File: src/rtl/ps2_host_tx.sv
// PS/2 host-to-device transmitter: sends one command byte over open-drain PS2C/PS2D with ACK and timeout handling.
// Define PS2_TX_RETRY_EN to retry a failed frame once with the same byte before reporting an error.
module ps2_host_tx #(
    parameter int unsigned INHIBIT_CYCLES = 1440,
    parameter int unsigned TIMEOUT_CYCLES = 180000,
    parameter int unsigned FILTER_LEN     = 8
) (
    input  logic       i_clk,
    input  logic       i_rst,
    input  logic       i_Start,
    input  logic [7:0] i_Data,
    input  logic       i_PS2C,
    input  logic       i_PS2D,
    output logic       o_PS2C_OE,
    output logic       o_PS2D_OE,
    output logic       o_Busy,
    output logic       o_Done,
    output logic       o_Error
);

    localparam int unsigned CNT_MAX = (INHIBIT_CYCLES > TIMEOUT_CYCLES) ? INHIBIT_CYCLES : TIMEOUT_CYCLES;
    localparam int unsigned CNT_W   = $clog2(CNT_MAX + 1);
    localparam int unsigned FLT_W   = $clog2(FILTER_LEN + 1);
    localparam int unsigned BIT_W   = 4;
    localparam int unsigned FRM_W   = 9;

    localparam logic [CNT_W-1:0] INH_PRE  = CNT_W'(INHIBIT_CYCLES - 2);
    localparam logic [CNT_W-1:0] INH_LAST = CNT_W'(INHIBIT_CYCLES - 1);
    localparam logic [CNT_W-1:0] TMO_LAST = CNT_W'(TIMEOUT_CYCLES - 1);
    localparam logic [FLT_W-1:0] FLT_LAST = FLT_W'(FILTER_LEN - 1);
    localparam logic [BIT_W-1:0] BIT_STOP = BIT_W'(9);

`ifdef PS2_TX_RETRY_EN
    localparam bit RETRY_EN = 1'b1;
`else
    localparam bit RETRY_EN = 1'b0;
`endif

    typedef enum logic [2:0] {
        S_IDLE,
        S_INHIBIT,
        S_REQ,
        S_SHIFT,
        S_ACK,
        S_WAIT_IDLE
    } state_t;

    state_t             state_q, state_d;
    logic [CNT_W-1:0]   cnt_q, cnt_d;
    logic [BIT_W-1:0]   bit_q, bit_d;
    logic [FRM_W-1:0]   shreg_q, shreg_d;
    logic               retry_q, retry_d;
    logic               psc_oe_d, psd_oe_d, busy_d, done_d, error_d;
    logic               fail_c;

    logic               ps2c_s1, ps2c_s2, ps2c_f;
    logic               ps2d_s1, ps2d_s2;
    logic [FLT_W-1:0]   flt_cnt;
    logic               flt_hit_c;
    logic               fe_c;

    // A new PS2C level is accepted after FILTER_LEN consecutive differing samples.
    assign flt_hit_c = (ps2c_s2 != ps2c_f) && (flt_cnt == FLT_LAST);
    assign fe_c      = flt_hit_c && ps2c_f;

    // Pad synchronisers and PS2C glitch filter; idle lines read as high.
    always_ff @(posedge i_clk) begin
        if (i_rst) begin
            ps2c_s1 <= 1'b1;
            ps2c_s2 <= 1'b1;
            ps2d_s1 <= 1'b1;
            ps2d_s2 <= 1'b1;
            ps2c_f  <= 1'b1;
            flt_cnt <= '0;
        end else begin
            ps2c_s1 <= i_PS2C;
            ps2c_s2 <= ps2c_s1;
            ps2d_s1 <= i_PS2D;
            ps2d_s2 <= ps2d_s1;
            if (ps2c_s2 == ps2c_f) begin
                flt_cnt <= '0;
            end else if (flt_hit_c) begin
                flt_cnt <= '0;
                ps2c_f  <= ps2c_s2;
            end else begin
                flt_cnt <= flt_cnt + FLT_W'(1);
            end
        end
    end

    // State, counters and registered outputs.
    always_ff @(posedge i_clk) begin
        if (i_rst) begin
            state_q   <= S_IDLE;
            cnt_q     <= '0;
            bit_q     <= '0;
            shreg_q   <= '0;
            retry_q   <= 1'b0;
            o_PS2C_OE <= 1'b0;
            o_PS2D_OE <= 1'b0;
            o_Busy    <= 1'b0;
            o_Done    <= 1'b0;
            o_Error   <= 1'b0;
        end else begin
            state_q   <= state_d;
            cnt_q     <= cnt_d;
            bit_q     <= bit_d;
            shreg_q   <= shreg_d;
            retry_q   <= retry_d;
            o_PS2C_OE <= psc_oe_d;
            o_PS2D_OE <= psd_oe_d;
            o_Busy    <= busy_d;
            o_Done    <= done_d;
            o_Error   <= error_d;
        end
    end

    // Next-state and next-output logic; cnt_q is the inhibit timer in INHIBIT and the edge timeout elsewhere.
    always_comb begin
        state_d  = state_q;
        cnt_d    = cnt_q;
        bit_d    = bit_q;
        shreg_d  = shreg_q;
        retry_d  = retry_q;
        psc_oe_d = o_PS2C_OE;
        psd_oe_d = o_PS2D_OE;
        busy_d   = o_Busy;
        done_d   = 1'b0;
        error_d  = 1'b0;
        fail_c   = 1'b0;

        case (state_q)
            S_IDLE: begin
                if (i_Start) begin
                    shreg_d  = {~^i_Data, i_Data};
                    retry_d  = 1'b0;
                    cnt_d    = '0;
                    bit_d    = '0;
                    busy_d   = 1'b1;
                    psc_oe_d = 1'b1;
                    psd_oe_d = 1'b0;
                    state_d  = S_INHIBIT;
                end
            end

            S_INHIBIT: begin
                cnt_d = cnt_q + CNT_W'(1);
                if (cnt_q == INH_PRE) begin
                    psd_oe_d = 1'b1;
                end
                if (cnt_q == INH_LAST) begin
                    psc_oe_d = 1'b0;
                    psd_oe_d = 1'b1;
                    cnt_d    = '0;
                    bit_d    = '0;
                    state_d  = S_REQ;
                end
            end

            S_REQ: begin
                if (fe_c) begin
                    psd_oe_d = ~shreg_q[0];
                    bit_d    = BIT_W'(1);
                    cnt_d    = '0;
                    state_d  = S_SHIFT;
                end else if (cnt_q == TMO_LAST) begin
                    fail_c = 1'b1;
                end else begin
                    cnt_d = cnt_q + CNT_W'(1);
                end
            end

            S_SHIFT: begin
                if (fe_c) begin
                    cnt_d = '0;
                    if (bit_q == BIT_STOP) begin
                        psd_oe_d = 1'b0;
                        state_d  = S_ACK;
                    end else begin
                        psd_oe_d = ~shreg_q[bit_q];
                        bit_d    = bit_q + BIT_W'(1);
                    end
                end else if (cnt_q == TMO_LAST) begin
                    fail_c = 1'b1;
                end else begin
                    cnt_d = cnt_q + CNT_W'(1);
                end
            end

            S_ACK: begin
                if (fe_c) begin
                    cnt_d = '0;
                    if (!ps2d_s2) begin
                        state_d = S_WAIT_IDLE;
                    end else begin
                        fail_c = 1'b1;
                    end
                end else if (cnt_q == TMO_LAST) begin
                    fail_c = 1'b1;
                end else begin
                    cnt_d = cnt_q + CNT_W'(1);
                end
            end

            S_WAIT_IDLE: begin
                if (ps2c_f && ps2d_s2) begin
                    done_d  = 1'b1;
                    busy_d  = 1'b0;
                    cnt_d   = '0;
                    state_d = S_IDLE;
                end else if (cnt_q == TMO_LAST) begin
                    fail_c = 1'b1;
                end else begin
                    cnt_d = cnt_q + CNT_W'(1);
                end
            end

            default: begin
                psc_oe_d = 1'b0;
                psd_oe_d = 1'b0;
                busy_d   = 1'b0;
                state_d  = S_IDLE;
            end
        endcase

        // Failure: release both lines, then either restart the frame once or report the error.
        if (fail_c) begin
            psc_oe_d = 1'b0;
            psd_oe_d = 1'b0;
            cnt_d    = '0;
            bit_d    = '0;
            if (RETRY_EN && !retry_q) begin
                retry_d  = 1'b1;
                psc_oe_d = 1'b1;
                state_d  = S_INHIBIT;
            end else begin
                error_d = 1'b1;
                busy_d  = 1'b0;
                state_d = S_IDLE;
            end
        end
    end

endmodule
File: config.mk
export PLATFORM = sky130hd
export DESIGN_NAME = ps2_host_tx
export DESIGN_NICKNAME = d
export VERILOG_FILES = /design/src/rtl/ps2_host_tx.sv
export SDC_FILE = /design/constraint.sdc
export NUM_CORES = 1
export LEC_CHECK = 0
export ABC_AREA = 1
export CAP_MARGIN = 20
export CORE_MARGIN = 4
export CORE_UTILIZATION = 40
export CTS_CLUSTER_SIZE = 25
export DETAILED_ROUTE_END_ITERATION = 8
export SYNTH_ARGS = -nofsm -noshare
export SYNTH_HDL_FRONTEND = slang
export SYNTH_SLANG_ARGS = --single-unit
File: constraint.sdc
create_clock -name i_clk -period 2.05 [get_ports i_clk]
set_input_delay 0.41 -clock i_clk [delete_from_list [all_inputs] [get_ports i_clk]]
set_output_delay 0.41 -clock i_clk [all_outputs]
set_load 0.02 [all_outputs]
==> results of run 1 <==
## cell type report
cell class	count	area [um^2]	share of cell area (%)
clock buffer	6	82.6	2.40
clock inverter	2	38.8	1.13
inverter	63	244	7.09
multi-input combinational	331	1730	50.3
sequential	48	961	27.9
tap	99	124	3.60
timing repair buffer	29	260	7.56
## worst max-delay path, stage by stage (launching register included)
cell     delay [ns]
dfxtp_1        0.35
ha_1           0.18
nand2_1        0.11
nor2_4         0.18
nand3_1        0.18
nand2_2        0.23
nand2_1        0.20
nand2_1        0.14
o21ai_0        0.08
nand2_1        0.07
inv_1          0.04
## synthesized netlist by cell type (2+ instances only)
library cell	instances	area, um^2
a21oi_1	32	160
a21oi_2	6	52.6
buf_2	2	10.0
buf_6	2	22.5
clkbuf_1	2	7.51
dfxtp_1	48	961
ha_1	5	62.6
inv_1	54	203
inv_2	5	18.8
inv_4	3	18.8
nand2_1	102	383
nand2_2	5	31.3
nand2_4	4	45.0
nand3_1	31	155
nand3_4	2	35.0
nand4_1	14	87.6
nor2_1	67	251
nor2_2	2	12.5
nor2_4	7	78.8
nor3_1	5	25.0
o211ai_1	4	30.0
o21ai_0	15	75.1
o21ai_1	4	20.0
or2_2	5	31.3
xnor2_1	7	61.3
xor2_1	3	26.3
## how the worst max path moves through the flow
stage | start | slack [ns] | end
after floorplan | flt_cnt[0] | 0.39 | cnt_q[12]
after global placement | cnt_q[0] | 0.25 | cnt_q[7]
after detailed placement | cnt_q[0] | 0.24 | cnt_q[7]
after CTS | flt_cnt[0] | 0.23 | cnt_q[7]
after global routing | cnt_q[0] | 0.04 | cnt_q[7]
final | cnt_q[0] | 0.19 | cnt_q[7]
## cell families (layout without fill, tap and decap cells)
| logic type | count (synthesis) | in the layout | synth area share (%) |
|---|---|---|---|
| adder cells (fa/ha/maj) | 5 | 5 | 2.10 |
| AND/OR/NAND/NOR | 250 | 250 | 40.1 |
| buffers and inverters | 70 | 100 | 9.77 |
| AO/OA/AOI/OAI | 66 | 66 | 12.9 |
| flip-flops | 48 | 48 | 32.2 |
| XOR/XNOR | 10 | 10 | 2.93 |
## power breakdown
group	total, W	leakage [nW]	internal, W	switching (W)
Combinational	0.00209	1.02	0.000737	0.00135
Sequential	0.00117	0.391	0.00107	0.000103
Clock	0.000750	0.0614	0.000399	0.000351
## layer usage
layer	vias to the layer above	track usage (%)	wire [um]
met4	0	5.54	88
met1	1265	22.3	3410
met3	8	2.95	210
li1	1494	-	-
met2	49	28.6	3340
met5	-	0	0
## state kept, by name, indices dropped and copies added (netlist names)
register and cells:
o_Busy 1, flt_cnt 4, o_Done 1, cnt_q 18, ps2c_f 1, bit_q 4
ps2d_s2 1, o_PS2C_OE 1, ps2d_s1 1, state_q 3, o_PS2D_OE 1, o_Error 1
ps2c_s1 1, ps2c_s2 1, shreg_q 9
## per-stage QoR
stage	std cells	total power (W)	setup slack (ns)	util, %	hold WS, ns
3_5_place_dp	570	0.00327	0.235	45.8	0.394
3_3_place_gp	570	0.00325	0.254	45.8	0.392
2_1_floorplan	449	0.00279	0.392	-	0.389
4_1_cts	578	0.00403	0.227	47.5	0.417
5_1_grt	578	0.00435	0.0375	47.5	0.446
6_report	578	0.00401	0.194	47.5	0.417
==> impl_metrics.py, run 1 <==
metrics = {
    "critical_path": {
        "r2r-start": "cnt_q[0]",
        "worstSetupStartpointType": "flop",
        "rr_worst_depth": 10,
        "critPathArrivalTime_ns": 2.08,
        "rr_endpoint": "cnt_q[7]",
        "cp.required_ns": 2.27,
        "criticalPathCategory": "reg2reg",
        "rrSetupSlack_ns": 0.19,
        "cp_max_fo": 7,
        "cp-end-kind": "flop",
    },
    "floorplanning": {
        "start_util_pct": 41.2,
        "die_width_um": 94.4,
        "die_h_um": 94.4,
        "rows": 31,
        "core_um2": 7250,
        "io_pins": 18,
        "die-area_um2": 8910,
    },
    "global_routing": {
        "grt.total_usage_pct": 17.1,
        "antenna_found_initial": 0,
        "grt.overflow.total": 0,
        "grt_pass1_vias": 2686,
        "grt_pass1_wl_mm": 12.1,
        "grt_max_degree": 16,
    },
    "detailed_routing": {
        "via_count": 2816,
        "ant_nets": 0,
        "drt_wl_total_mm": 7.05,
        "firstDrtPassIters": 4,
        "drt_iter0_markers": 112,
        "wl_per_cell_um": 12.2,
        "viasPerCell": 4.87,
        "drc": 0,
    },
    "synthesis": {
        "synth_seq_cells": 48,
        "yosys_warnings": 0,
        "synth_area_um2": 2990,
        "synthArstFlopShare_pct": 0,
        "syn_inst": 449,
        "syn_nets": 467,
        "synth_ff_type": "dfxtp_1",
        "ys_types": 39,
        "syn_area_per_cell_um2": 6.65,
        "synth-seq-area-share_pct": 32.2,
        "synth_edf_count": 0,
    },
    "timing": {
        "tns_ns": 0,
        "setup-violations-final": 0,
        "tightest_slew_ns": 0.453,
        "relSlewSlack_pct": 69.5,
        "period_needed_ns": 1.86,
        "finClkSkew_ns": 0.00790,
        "grt_setup_unrepaired": "no",
        "finalCritPeriodShare_pct": 90.6,
        "hold_viol_final": 0,
        "maxSlewViolCount": 0,
        "fmax_mhz": 539,
    },
    "clocking": {
        "ctsResizeCount": 0,
        "cts-root-buf": "clkbuf_8",
        "postCtsSetupBuffers": 0,
        "tritoncts": "built",
        "clkSlewWorstSetupHoldPaths_ns": 0.10,
        "cts_sinks": 48,
        "cts_htree_levels": 2,
        "numCtsBuffers": 5,
        "cts_buffer_depth": 2,
        "ctsHoldBuffers": 0,
        "insertion_delay_ns": 0.31,
    },
    "finish": {
        "fillCellCount": 781,
        "layout_commonest_cell": "nand2_1",
        "num_antenna_cells": 0,
        "final_cell_mix": "nand2_1 (102), nor2_1 (67), inv_1 (54), dfxtp_1 (48), a21oi_1 (32)",
        "syn2layout_area_growth_pct": 15.3,
        "final_area_um2": 3440,
        "final_nets": 496,
        "drive_gt1_share_pct": 13.4,
    },
    "run": {
        "maxCapViolCount": 0,
    },
    "place": {
        "numPortBuffers": 17,
        "hpwlAfterDp_mm": 5.43,
        "gp_congestion": 0.891,
        "placed_area_um2": 3320,
    },
    "pwr": {
        "powerDensity_nw_per_um2": 1160,
        "ir_drop_uv": 599,
        "total_leakage_power_nw": 1.47,
    },
    "worst_hold_path": {
        "min_from": "ps2d_s1",
        "hold_path_class": "reg2reg",
        "hold_depth": 1,
        "holdPathEnd": "ps2d_s2",
    },
    "outcome": {
        "status": "finished, final reports clean",
    },
}
Note: power is estimated with default switching activity, not from simulation.
==> run 2, diff against run 1 <==
--- a/config.mk
+++ b/config.mk
@@ -11,6 +11,7 @@
 export CORE_UTILIZATION = 40
 export CTS_CLUSTER_SIZE = 25
 export DETAILED_ROUTE_END_ITERATION = 8
+export REMOVE_ABC_BUFFERS = 1
 export SYNTH_ARGS = -nofsm -noshare
 export SYNTH_HDL_FRONTEND = slang
 export SYNTH_SLANG_ARGS = --single-unit
==> impl_metrics.py, run 2 (synthesized netlist as in run 1, its figures left out) <==
metrics = {
    "floorplanning": {
        "die-area_um2": 8910,
        "io_pins": 18,
        "core_um2": 7250,
        "die_width_um": 94.4,
        "start_util_pct": 41.2,
        "die_h_um": 94.4,
        "rows": 31,
    },
    "place": {
        "hpwlAfterDp_mm": 5.46,
        "numPortBuffers": 17,
        "gp_congestion": 0.894,
        "pre_cts_ws_ns": 0.218,
    },
    "clocking": {
        "ctsHoldBuffers": 0,
        "cts_htree_levels": 2,
        "tritoncts": "built",
        "numCtsBuffers": 5,
        "clkSlewWorstSetupHoldPaths_ns": 0.09,
        "ctsResizeCount": 0,
        "insertion_delay_ns": 0.30,
        "cts_sinks": 48,
        "cts-root-buf": "clkbuf_8",
        "cts_buffer_depth": 2,
        "postCtsSetupBuffers": 0,
    },
    "outcome": {
        "status": "finished, final reports clean",
    },
    "run": {
        "maxCapViolCount": 0,
    },
    "finish": {
        "top_register": "cnt_q",
        "drive_gt1_share_pct": 13.3,
        "layout_commonest_cell": "nand2_1",
        "largest_reg_flops": 18,
        "final_cell_mix": "nand2_1 (102), nor2_1 (67), inv_1 (54), dfxtp_1 (48), a21oi_1 (32)",
        "num_antenna_cells": 0,
        "final_nets": 497,
        "reg.largest.list": "cnt_q: 18 flops, shreg_q: 9 flops",
        "syn2layout_area_growth_pct": 15.3,
    },
    "timing": {
        "fmax_mhz": 535,
        "setup-violations-final": 0,
        "finalCritPeriodShare_pct": 91.3,
        "tns_ns": 0,
        "period_needed_ns": 1.87,
        "worst_slack_ns": 0.179,
        "finClkSkew_ns": 0.00290,
        "hold_viol_final": 0,
        "tightest_slew_ns": 0.433,
        "grt_setup_unrepaired": "no",
        "hold_slack_ns": 0.416,
        "maxSlewViolCount": 0,
        "relSlewSlack_pct": 70.8,
    },
    "pwr": {
        "total_leakage_power_nw": 1.47,
        "p_seq_share_pct": 29.7,
        "p_comb_share_pct": 53.0,
        "powerDensity_nw_per_um2": 1150,
        "p_int_w": 0.00217,
        "swShare_pct": 45.3,
        "p_switching_w": 0.00180,
        "power.share.clock_pct": 17.3,
        "ir_drop_uv": 556,
    },
    "global_routing": {
        "grt.total_usage_pct": 17.0,
        "grt_max_degree": 15,
        "antenna_found_initial": 0,
        "grt_pass1_vias": 2658,
        "grt.overflow.total": 0,
        "grt_pass1_wl_mm": 12.2,
    },
    "critical_path": {
        "path_cells": "ha_1, nand2_1, nor2_4, nand2_2, nand2_8, inv_2, nor2_4, nand2_4, nand2_1, o21ai_0, nand2_1, inv_1",
        "critPathLaunch": "flt_cnt[0]",
        "r2r-start": "flt_cnt[0]",
        "rr_worst_depth": 12,
        "path_buf_inv": 2,
        "crit_family": "simple AND/OR/NAND/NOR gates",
        "cp-end-kind": "flop",
        "cp.depth": 12,
        "critPathArrivalTime_ns": 2.08,
        "worstSetupStartpointType": "flop",
        "cp_max_fo": 14,
        "cp_slowest_cell": "dfxtp_1",
        "criticalPathCategory": "reg2reg",
        "critPathMostFrequentCell": "nand2_1",
        "crit_end": "cnt_q[7]",
        "rrSetupSlack_ns": 0.18,
        "cp.required_ns": 2.26,
        "rr_endpoint": "cnt_q[7]",
        "max_stage_delay_ns": 0.36,
    },
    "worst_hold_path": {
        "hold_path_class": "reg2reg",
    },
    "detailed_routing": {
        "firstDrtPassIters": 4,
        "via_count": 2830,
        "wl_per_cell_um": 12.2,
        "ant_nets": 0,
        "drt_wl_total_mm": 7.05,
        "drc": 0,
        "drt_iter0_markers": 165,
        "viasPerCell": 4.89,
    },
}
[run 2: worst min path at each step]
stage	startpoint	endpoint	slack, ns	depth (start not counted)
finish	ps2d_s1	ps2d_s2	0.42	1
CTS	ps2c_s1	ps2c_s2	0.42	1
detailed placement	ps2c_s1	ps2c_s2	0.40	1
floorplan	ps2c_s1	ps2c_s2	0.39	1
global route	ps2d_s1	ps2d_s2	0.43	1
global placement	ps2c_s1	ps2c_s2	0.39	1
[run 2: layer usage]
| layer | vias up | track usage, % | wire [um] |
|---|---|---|---|
| li1 | 1493 | - | - |
| met1 | 1289 | 22.4 | 3340 |
| met2 | 42 | 29.0 | 3390 |
| met3 | 6 | 2.71 | 264 |
| met4 | 0 | 4.33 | 57 |
| met5 | - | 0 | 0 |
[run 2: power by group through the flow]
stage               clock [W]  combinational (W)  sequential, W
floorplan                   0            0.00149        0.00122
global placement            0            0.00207        0.00120
detailed placement          0            0.00209        0.00120
CTS                  0.000710            0.00210        0.00118
global route         0.000745            0.00235        0.00120
finish               0.000689            0.00210        0.00118
[run 2: area by class of cell]
| class | instances | area (um^2) |
|---|---|---|
| multi-input combinational | 331 | 1740 |
| timing repair buffer | 30 | 268 |
| fill | 768 | 3810 |
| sequential | 48 | 961 |
| inverter | 63 | 244 |
| tap | 99 | 124 |
| clock buffer | 6 | 72.6 |
| clock inverter | 2 | 35.0 |
[run 2: metrics by stage]
step | power, W | cells | area (um^2) | util, %
finish | 0.00397 | 579 | 3440 | 47.5
global route | 0.00430 | 579 | 3440 | 47.5
CTS | 0.00399 | 579 | 3440 | 47.4
detailed placement | 0.00329 | 571 | 3330 | 45.9
global placement | 0.00327 | 571 | 3330 | 45.9
floorplan | 0.00271 | 442 | 2940 | -
==> run 3, diff against run 2 <==
--- a/config.mk
+++ b/config.mk
@@ -6,8 +6,9 @@
 export NUM_CORES = 1
 export LEC_CHECK = 0
 export ABC_AREA = 1
+export ABC_CLOCK_PERIOD_IN_PS = 2050
 export CAP_MARGIN = 20
-export CORE_MARGIN = 4
+export CORE_MARGIN = 10
 export CORE_UTILIZATION = 40
 export CTS_CLUSTER_SIZE = 25
 export DETAILED_ROUTE_END_ITERATION = 8
==> impl_metrics.py, run 3 (synthesized netlist as in run 1, its figures left out) <==
metrics = {
    "worst_hold_path": {
        "hold_path_class": "reg2reg",
    },
    "pwr": {
        "p_comb_share_pct": 51.7,
        "p_seq_share_pct": 29.2,
        "swShare_pct": 44.6,
        "ir_drop_uv": 490,
        "powerDensity_nw_per_um2": 1160,
        "p_int_w": 0.00223,
        "total_leakage_power_nw": 1.48,
        "p_switching_w": 0.00179,
        "power.share.clock_pct": 19.1,
    },
    "timing": {
        "finClkSkew_ns": 0.00887,
        "setup-violations-final": 0,
        "hold_viol_final": 0,
        "tightest_slew_ns": 0.461,
        "tns_ns": 0,
        "maxSlewViolCount": 0,
        "grt_setup_unrepaired": "no",
        "worst_slack_ns": 0.167,
        "period_needed_ns": 1.88,
        "finalCritPeriodShare_pct": 91.8,
        "fmax_mhz": 531,
        "relSlewSlack_pct": 69.0,
    },
    "clocking": {
        "postCtsSetupBuffers": 0,
        "insertion_delay_ns": 0.32,
        "cts-root-buf": "clkbuf_8",
        "clkSlewWorstSetupHoldPaths_ns": 0.09,
        "cts_sinks": 48,
        "ctsResizeCount": 0,
        "ctsHoldBuffers": 0,
        "numCtsBuffers": 5,
        "tritoncts": "built",
        "cts_buffer_depth": 2,
        "cts_htree_levels": 2,
    },
    "detailed_routing": {
        "drt_iter0_markers": 137,
        "ant_nets": 0,
        "viasPerCell": 4.90,
        "via_count": 2832,
        "drt_wl_total_mm": 7.17,
        "wl_per_cell_um": 12.4,
        "drc": 0,
        "firstDrtPassIters": 4,
    },
    "floorplanning": {
        "io_pins": 18,
        "core_um2": 7250,
        "die-area_um2": 11300,
        "die_width_um": 106,
        "start_util_pct": 41.2,
        "rows": 31,
        "die_h_um": 106,
    },
    "finish": {
        "num_antenna_cells": 0,
        "final_cell_mix": "nand2_1 (102), nor2_1 (66), inv_1 (54), dfxtp_1 (48), a21oi_1 (32)",
        "fillCellCount": 769,
        "final_nets": 496,
        "final_util_pct": 47.6,
        "top_register": "cnt_q",
        "drive_gt1_share_pct": 13.6,
        "reg.largest.list": "cnt_q: 18 flops, shreg_q: 9 flops",
        "syn2layout_area_growth_pct": 15.6,
        "largest_reg_flops": 18,
        "layout_commonest_cell": "nand2_1",
    },
    "outcome": {
        "status": "finished, final reports clean",
    },
    "global_routing": {
        "grt_max_degree": 15,
        "grt_pass1_vias": 2803,
        "grt_pass1_wl_mm": 12.8,
        "grt.overflow.total": 0,
        "grt.total_usage_pct": 13.4,
        "antenna_found_initial": 0,
    },
    "critical_path": {
        "criticalPathCategory": "reg2reg",
        "cp_max_fo": 7,
        "worstSetupStartpointType": "flop",
        "cp-end-kind": "flop",
        "cp.required_ns": 2.27,
        "rrSetupSlack_ns": 0.17,
        "critPathArrivalTime_ns": 2.10,
    },
    "place": {
        "hpwlAfterDp_mm": 5.51,
        "numPortBuffers": 17,
        "gp_congestion": 0.918,
        "pre_cts_ws_ns": 0.212,
    },
    "run": {
        "maxCapViolCount": 0,
    },
}
## run 3: changes by cell type in the layout (fill, tap and decap cells not counted)
cell / before / now
buf_4: 13 / 12
clkbuf_1: 1 / 0
clkbuf_8: 5 / 7
clkinv_2: 1 / 0
nand2_2: 4 / 5
nand2_4: 5 / 4
nor2_1: 67 / 66
nor2_2: 2 / 3
## run 3: power by group through the flow
stage / sequential (W) / combinational [W] / clock, W
2_1_floorplan: 0.00122 / 0.00149 / 0
3_3_place_gp: 0.00120 / 0.00206 / 0
3_5_place_dp: 0.00120 / 0.00207 / 0
4_1_cts: 0.00118 / 0.00208 / 0.000793
5_1_grt: 0.00119 / 0.00238 / 0.000825
6_report: 0.00118 / 0.00208 / 0.000766
## run 3: layout make-up
class                           count  area (um^2)  share of cell area [%]
Clock buffer                        7         96.3                    2.79
Multi-Input combinational cell    331         1740                    50.3
Clock inverter                      1         30.0                   0.870
Timing Repair Buffer               29          260                    7.54
Sequential cell                    48          961                    27.8
Tap cell                           99          124                    3.59
Inverter                           63          244                    7.07
## run 3: worst max-delay path, cell delays in order, from the launching register on
cell	delay, ns
dfxtp_1	0.39
nand2_1	0.14
inv_1	0.08
nand2_1	0.05
nor2_1	0.15
nand3_1	0.20
nand2_2	0.25
nand2_1	0.22
nand2_1	0.13
o21ai_0	0.08
nand2_1	0.07
inv_1	0.04
## run 3: per-stage QoR
step / hold WS, ns / cells / total power (W) / cell area (um^2)
after global routing: 0.436 / 578 / 0.00440 / 3450
final: 0.414 / 578 / 0.00402 / 3450
after detailed placement: 0.398 / 570 / 0.00327 / 3320
after global placement: 0.390 / 570 / 0.00326 / 3320
after floorplan: 0.389 / 442 / 0.00271 / 2940
after CTS: 0.420 / 578 / 0.00405 / 3450
## run 3: final timing paths
kind                                from       end  cells after the start
worst max-delay path            cnt_q[7]  cnt_q[8]                     11
worst min-delay path             ps2c_s1   ps2c_s2                      1
worst max register to register  cnt_q[7]  cnt_q[8]                     11
worst min register to register   ps2c_s1   ps2c_s2                      1
## run 3: layer usage
layer	up-vias	wire [um]	track usage, %
li1	1496	-	-
met1	1290	3350	16.4
met2	39	3460	22.8
met3	7	260	2.90
met4	0	95	4.55
met5	-	0	0
==> RTL change: new RTL, settings of run 3 <==
Change the localparam `RETRY_EN` from 1'b0 to 1'b1.
--- a/src/rtl/ps2_host_tx.sv
+++ b/src/rtl/ps2_host_tx.sv
@@ -33,7 +33,7 @@
 `ifdef PS2_TX_RETRY_EN
     localparam bit RETRY_EN = 1'b1;
 `else
-    localparam bit RETRY_EN = 1'b0;
+    localparam bit RETRY_EN = 1'b1;
 `endif
 
     typedef enum logic [2:0] {
Check against the original RTL: no difference found for any inputs over 10 cycles, from zero or initial values and one cycle with i_rst high; that may be too few to reach the edited logic, so the function may still have changed.
==> RTL change against run 3 <==
Worst setup slack improved by 9.3 ps. Sequential share of layout area decreased by 1.0 points. Critical path depth decreased by 2. Synthesized cell count increased by 9.1%. Cell area increased by 5.9%. Hold slack improved by 4.8 ps. Wire length increased by 18%. Sequential cell count increased by 1. Combinational power decreased by 35%. Clock skew decreased by 1.5 ps. Power decreased by 19%. First-iteration DRC count increased by 70%. Synthesized area increased by 5.2%. Highest routed layer unchanged.
==> RTL change: results (changes against run 3) <==
initial antenna violation count 0 (unchanged); ANT cells 0 (unchanged); maximum clock path buffer count 2 (unchanged); Lkg Pwr 1.49 nW (was 1.48 nW); status complete, no violations (unchanged); syn avg cell area 6.41 sq um (was 6.65 sq um); worst reg2reg setup slack 180 ps; Syn. warnings 0 (unchanged); CTS Buf Count 5 (unchanged); first-pass GRT wire length 14500 um (was 12800 um); vias in the first global route 3018 (was 2803); GR Util All Layers 15.0% (was 13.4%); Async SR Flop Fraction 0% (unchanged); PortBufs 17 (unchanged); Pre-antenna DRT Iters 6 (was 4); clock-pin slew on the worst setup and hold paths 100 ps; Post-synth top cells nand2_1 (96), nor2_1 (79), nand3_1 (63) (was nand2_1 (102), nor2_1 (67), inv_1 (54)); Clock Latency Late Sink 310 ps; largest net degree at the start of global routing 18 (was 15); Total Nets Final 538 (was 496); top cells by area, synth dfxtp_1 (31%), nand2_1 (11%), nand3_1 (10%) (was dfxtp_1 (32%), nand2_1 (13%), nor2_1 (8.4%)); DR WL/cell 13.6 um (was 12.4 um); Critical-path top delay cell dfxtp_1 (unchanged); hpwl dp 6490 um (was 5510 um); CTS root buffer clkbuf_8 (unchanged); worst slew pin tran 463 ps (was 461 ps); Main synth FF type dfxtp_1 (unchanged); Pint 1.96 mW (was 2.23 mW); Max Fanout on Critical Path 6 (was 7); Placed Instances 615 (was 570); Netlist cell types 32 (was 39); CTS H-tree depth 2 (unchanged); Place WS 98.7 ps (was 212 ps); Worst path top cell family by delay simple AND/OR/NAND/NOR gates (unchanged); Final Skew 7.40 ps (was 8.87 ps); Routed WL 8450 um (was 7170 um); Final Critical Period 1870 ps (was 1880 ps); register area share after synthesis 31.2% (was 32.2%); max incr delay on CP 430 ps (was 390 ps); crit path DAT 2080 ps (was 2100 ps); GPL Wtd Cong 0.915 (was 0.918); worst min-delay path class flip-flop to flip-flop (unchanged); layout cell share with drive strength beyond 1 11.9% (was 13.6%); Iter 0 DRT Violations 233 (was 137); Largest regs cnt_q x18, shreg_q x9 (unchanged); vias per cell 5.18 (was 4.90); Worst IR Drop VDD 0.000423 V (was 0.000490 V)
==> RTL change: cell families after synthesis <==
kind of cell / share of synthesized area, %
xor gates and xnor gates: 3.90
adders and majority gates: 1.99
buffers and inverters: 8.77
DFF: 31.2
and+or+nand+nor: 44.5
AOI/OAI and AO/OA: 9.60
==> RTL change: power groups by stage <==
stage	combinational [mW]	clock [mW]	sequential [mW]
2_1_floorplan	0.856	0	1.21
3_3_place_gp	1.34	0	1.19
3_5_place_dp	1.35	0	1.19
4_1_cts	1.36	0.770	1.17
5_1_grt	1.54	0.800	1.18
6_report	1.36	0.744	1.17
==> RTL change: final cells by class <==
class | count | area, sq um
well taps | 102 | 128
clock buffers | 6 | 82.6
inverters | 54 | 205
fillers | 814 | 4030
repair buffers | 37 | 333
clock inverters | 2 | 37.5
multi-input cells | 373 | 1890
flip-flops and latches | 49 | 981
==> RTL change: per-layer routing <==
metal | part of all wire (%) | routed length, um | vias to the layer above | track usage [%]
li1 | - | - | 1667 | -
met1 | 48 | 4080 | 1478 | 19.9
met2 | 46 | 3840 | 73 | 24.4
met3 | 4.9 | 416 | 8 | 2.44
met4 | 1.2 | 102 | 0 | 4.43
met5 | 0 | 0 | - | 0
==> RTL change: stage by stage <==
stage	cell area, sq um	hold WS, ps	total power [mW]
after floorplan	3070	389	2.06
after CTS	3650	421	3.29
after global placement	3530	392	2.53
final	3660	419	3.27
after detailed placement	3530	397	2.54
after global routing	3660	440	3.52
==> RTL change: worst paths after layout <==
path	start	depth (start not counted)	end
hold reg to reg	ps2c_s1	1	ps2c_s2
setup / recovery	cnt_q[10]	9	cnt_q[7]
hold / removal	ps2c_s1	1	ps2c_s2
setup reg to reg	cnt_q[10]	9	cnt_q[7]
==> RTL change: repair_timing <==
item	in CTS	in global routing
resized for setup	0	1
setup endpoints to repair	0	1
setup buffers	0	0
